<file path="config.mk">
export PLATFORM = sky130hd
export DESIGN_NAME = timing_gen
export DESIGN_NICKNAME = d
export VERILOG_FILES = /design/src/rtl/timing_gen.sv
export SDC_FILE = /design/constraint.sdc
export NUM_CORES = 1
export LEC_CHECK = 0
export CORE_UTILIZATION = 44
export CTS_CLUSTER_SIZE = 24
export DETAILED_ROUTE_END_ITERATION = 6
export PLACE_DENSITY = 0.77
export SLEW_MARGIN = 20
export SYNTH_ARGS = -nofsm -noshare
export SYNTH_HDL_FRONTEND = slang
export SYNTH_SLANG_ARGS = --single-unit
</file>
<file path="constraint.sdc">
create_clock -name CLOCK -period 2.2 [get_ports CLOCK]
set_input_delay 0.22 -clock CLOCK [delete_from_list [all_inputs] [get_ports CLOCK]]
set_output_delay 0.22 -clock CLOCK [all_outputs]
set_load 0.005 [all_outputs]
</file>
<file path="src/rtl/timing_gen.sv">
// timing_gen: bit- and word-time generator for the G-15 core.
//
// A bit counter (1..BITS) and a word counter (0..WORDS-1) advance once per
// enabled CLOCK cycle. All outputs are decodes of registered state only.
//
// Optional feature macro: G15_TIMING_CHECK_EN
//   defined     -> sticky SYNC_ERR flags an ORIGIN mark that arrives anywhere
//                  other than the last bit time of a revolution.
//   not defined -> no error register; SYNC_ERR is tied low.
// ORIGIN re-alignment of the counters is present in both builds.

module timing_gen #(
    parameter int WORDS = 108,
    parameter int BITS  = 29
) (
    input  logic       CLOCK,
    input  logic       rst,
    input  logic       BIT_EN,
    input  logic       ORIGIN,
    output logic [4:0] BIT,
    output logic [6:0] WORD,
    output logic       T1,
    output logic       T2,
    output logic       T13,
    output logic       T21,
    output logic       T28,
    output logic       T29,
    output logic       WODD,
    output logic       TE,
    output logic       REV_END,
    output logic       SYNC_ERR
);

    localparam logic [4:0] BIT_FIRST = 5'd1;
    localparam logic [4:0] BIT_LAST  = 5'(BITS);
    localparam logic [6:0] WORD_LAST = 7'(WORDS - 1);

    logic [4:0] bit_q;
    logic [6:0] word_q;
    logic       bit_last;
    logic       rev_end;

    assign bit_last = (bit_q == BIT_LAST);
    assign rev_end  = bit_last && (word_q == WORD_LAST);

    // Bit/word counters: origin re-aligns, otherwise bit wraps 29->1 and carries into word.
    always_ff @(posedge CLOCK or negedge rst) begin
        if (!rst) begin
            bit_q  <= BIT_FIRST;
            word_q <= '0;
        end else if (BIT_EN) begin
            if (ORIGIN) begin
                bit_q  <= BIT_FIRST;
                word_q <= '0;
            end else if (bit_last) begin
                bit_q  <= BIT_FIRST;
                word_q <= (word_q == WORD_LAST) ? 7'd0 : word_q + 7'd1;
            end else begin
                bit_q  <= bit_q + 5'd1;
            end
        end
    end

`ifdef G15_TIMING_CHECK_EN
    logic err_q;

    // Sticky misalignment flag: an origin mark is only expected at the revolution's last bit.
    always_ff @(posedge CLOCK or negedge rst) begin
        if (!rst) begin
            err_q <= 1'b0;
        end else if (BIT_EN && ORIGIN && !rev_end) begin
            err_q <= 1'b1;
        end
    end

    assign SYNC_ERR = err_q;
`else
    assign SYNC_ERR = 1'b0;
`endif

    assign BIT     = bit_q;
    assign WORD    = word_q;
    assign T1      = (bit_q == 5'd1);
    assign T2      = (bit_q == 5'd2);
    assign T13     = (bit_q == 5'd13);
    assign T21     = (bit_q == 5'd21);
    assign T28     = (bit_q == 5'd28);
    assign T29     = (bit_q == 5'd29);
    assign WODD    = word_q[0];
    assign TE      = T29 && word_q[0];
    assign REV_END = rev_end;

endmodule

</file>
# [After elaboration in Yosys (flattened, before gate mapping)]
# Cells that the tools add are included.
[totals] ff_bits=12 input_bits=4 mem_bits_ro=0 wordCells=20 mem_bits_rw=0 latchBits=0 mem_count=0 out_inout_bits=22
[classes] multipliers=0 n_div=0 n_eq_ne=7 addsub=2 shift=0 mux=5 n_lt_le_gt_ge=0 reduce_logical=4 n_bitwise=0
[ops] cell="two-way mux 7 bit" count=3
[ops] cell="equality test 5 bit (second input constant)" count=3
[ops] cell="two-way mux 5 bit" count=2
[ops] cell="adder 7 x 1 -> 7 bit (second input constant)" count=1
[ops] cell="equality test 7 bit (second input constant)" count=1
[ops] cell="adder 5 x 1 -> 5 bit (second input constant)" count=1
[ops] cell="equality test 5 x 1 -> 1 bit (second input constant)" count=1
[ops] cell="equality test 5 x 2 -> 1 bit (second input constant)" count=1
[ops] cell="equality test 5 x 4 -> 1 bit (second input constant)" count=1
[ops] cell="logical AND 1 bit" count=2
[ops] cell="AND reduction 2 bit" count=1
[ops] cell="nonzero test 2 bit" count=1

# [Logic depth before layout (Yosys ltp)]
[logic_depth] depth_word=4 ltp_mapped=7 mapped_depth_nobuf=6

# [Worst setup path before layout]
# OpenSTA, ideal clock, no wires.
[synth_path] path_type="register to register" startpoint="register bit_q[0] (netlist: BIT[0])" endpoint="register word_q[6] (netlist: WORD[6])" setup_slack_ns=0.541 synth_period_minus_slack_ns=1.659 arrival_ns=1.590 t_required_ns=2.132 setup_ns=0.068 stages_incl_launch_ff=6 path_buffers=0 cell_sequence="dfstp_2 > ha_1 > and4_4 > nand4_1 > or4_1 > nand3_1"
[synth_via] elab_chain_len=3
[synth_rtl] element="start, declared" line="38" rtl="logic [4:0] bit_q;"
[synth_rtl] element="start signal, assigned" line="59" rtl="bit_q <= bit_q + 5'd1;"
[synth_rtl] element="equality test 5 bit" line="43" rtl="assign bit_last = (bit_q == BIT_LAST);"
[synth_rtl] element="nonzero test 2 bit (no source line)"
[synth_rtl] element="AND reduction 2 bit (no source line)"
[synth_rtl] element="end signal, assigned" line="57" rtl="word_q <= (word_q == WORD_LAST) ? 7'd0 : word_q + 7'd1;"
[synth_rtl] element="end, declared" line="39" rtl="logic [6:0] word_q;"
# Every way passes these cells.
# A chain may end at the register's enable or synchronous reset.

# [Final worst setup path]
[layout_path] startpoint="register bit_q[0] (netlist: BIT[0])" endpoint="output port TE"
[layout_via] elab_chain_len=2
[layout_rtl] element="equality test 5 bit" line="88" rtl="assign T29 = (bit_q == 5'd29);"
[layout_rtl] element="logical AND 1 bit" line="90" rtl="assign TE = T29 && word_q[0];"
[layout_rtl] element="end, declared" line="29" rtl="output logic TE,"
# Every way passes these cells.

==> reports/results.tsv <==
metric	value	unit
drt_iter0_drc	14	
n_fill_cell	131	
layout_commonest_cell	clkdlybuf4s50_1	
synth_area	802	sq um
placeableCoreArea	1710	sq um
synth-main-ff-cell	dfrtp_1	
nets	129	
m1WireLength	843	um
worstSetupEndpointType	primary output	
tns	0	ns
max_freq	470	MHz
start_util	47.0	%
crit_required	1.98	ns
grt_antenna_before_repair	0	
maxSlewHeadroom	63.7	%
gp_congestion	0.776	
wl_per_cell	13.5	um
power_density	543	nW/um^2
grt_usage	20.3	%
worst_slew_pin_slew	0.542	ns
critPathMaxStageDelay	0.57	ns
r2r-start	BIT[0]	
crit_type	flip-flop to primary output	
drive_gt1_share	16.0	%
antenna_cells	0	
first_pass_iters	4	
finalCritPeriodShare	96.7	%
clkLatencyLatePin	0.28	ns
critical_path.top_delay_family	flip-flops	
grt_max_degree	13	
syn-num-nets	98	
cts_tree	done	
totalWireLength	1940	um
drcViolationCount	0	
clk_pin_slew	0.08	ns
synthCells	89	
fin_util	67.1	%
ioPinCount	26	
wl_met3	126	um
antenna_left	0	
grt_overflow	0	
area_delta_synth_final	42.9	%
setup_viol	0	
path_max_fanout	5	
cp.arrival	1.91	ns
hold_viol	0	
status	finished clean	
fp.dieArea	2000	sq um
reg2reg_to	WORD[6]	
reg2reg_depth	7	
htreeDepth	1	
finalMaxSlewViolations	0	
clockRootBuffer	clkbuf_4	
drv_cap	0	
hp-class	input pin to asynchronous set/reset pin	
vias_per_cell	5.44	
finClkSkew	0.00643	ns
highest_layer	met3	
period_needed	2.13	ns
ys_seq_area_share	37.6	%
final_cell_mix	clkdlybuf4s50_1, dfrtp_1, buf_4, nor2_1, nand2_1	
synth_warnings	0	
syn_avg_cell_area	9.01	sq um
io_buffers	24	
p_leak	0.000488	uW
vias	784	
async_flop_share	100	%
die_x	44.7	um
wl_met2	970	um
numCtsBuffers	3	
startpoint_type	flip-flop	
cts.path.max_buffers	2	
slowest_stage	dfstp_2	
ir_drop	0.320	mV
crit_path_cell_trace	ha_2, and4_4, and2_1, clkdlybuf4s50_1	
grt_pass1_vias	623	
critPathBufInv	1	
ys_ff_latch	12	
die_h	44.7	um
dp_hpwl	1260	um
cts.sinks	12	
synth_edf_count	0	
synth_cell_type_count	37	
r2r_setup_slack	0.15	ns
grt_pass1_wl	2900	um
rows	15	
-- metal layers --
metal	track usage (%)	vias to the layer above
li1	-	385
met1	27.7	372
met2	31.5	27
met3	7.20	0
met4	3.64	0
met5	0	-
-- through the flow --
stage               hold slack (ns)  instance area (sq um)  setup slack [ns]  std cells  power, uW
global route                  0.335                   1150          -0.00477        144        659
detailed placement            0.545                   1050             0.268        134        441
finish                        0.291                   1150            0.0720        144        622
global placement              0.531                   1050             0.313        134        437
CTS                           0.314                   1110            0.0291        141        616
floorplan                   -0.0756                    802             0.541         89        356
-- how the worst max path moves through the flow --
stage,start,slack [ns],end,cells after the start
2_1_floorplan,BIT[0],0.54,WORD[6],5
3_3_place_gp,BIT[0],0.31,REV_END,4
3_5_place_dp,BIT[0],0.27,TE,4
4_1_cts,WORD[0],0.03,REV_END,5
5_1_grt,BIT[0],-0.005,REV_END,4
6_report,BIT[0],0.07,TE,4
-- what timing repair did --
| item | CTS | global route |
|---|---|---|
| buffers inserted | 3 | 3 |
| hold buffers | 0 | 0 |
| gates resized for setup | 0 | 4 |
| hold endpoints to repair | 0 | 0 |
| cloned | 0 | 0 |
| endpoints found under the setup margin | 2 | 2 |
-- area by class of cell --
type	instances	area, sq um	area share, %
tap	25	31.3	2.73
clock buffer	4	36.3	3.17
timing repair buffer	32	300	26.2
multi-input combinational	67	460	40.2
sequential	12	303	26.4
inverter	4	15.0	1.31
-- cell usage after synthesis, drive strengths merged, types with 3 or more instances --
cell	instances	share of area [%]
and2	4	3.1
buf	4	3.4
dfrtp	11	34
ha	5	7.8
inv	4	1.9
nand2	6	2.8
nand3	4	2.5
nand4	4	3.1
nor2	7	3.3
nor3	5	3.1
o21ai	4	2.5
xor2	3	3.3
-- logic make-up (layout without fill, tap and decap cells) --
kind of cell    count (synthesis)  count (layout)  share of synthesized area (%)
other cells                     1               1                          0.468
mux                             1               1                           1.40
xor+xnor                        4               4                           4.37
fa+ha+maj                       5               5                           7.80
flops                          12              12                           37.6
simple gates                   44              44                           31.4
compound gates                 12              12                           10.8
buf+inv                        10              40                           6.24
-- sequential cells by signal, indices dropped and copies added (netlist names) --
signal and cells:
WORD 7, BIT 5
-- worst register-to-register path, delay by kind of cell (launching register included) --
kind / cells / cell delay [ns]
flops: 1 / 0.57
fa+ha+maj: 1 / 0.21
simple gates: 4 / 0.95
buf+inv: 2 / 0.25
-- report_power, final --
part,internal (uW),switching [uW]
registers,243,40.9
clock network,101,73.0
logic,98.5,66.0
Power figures use the tool's default switching activity.
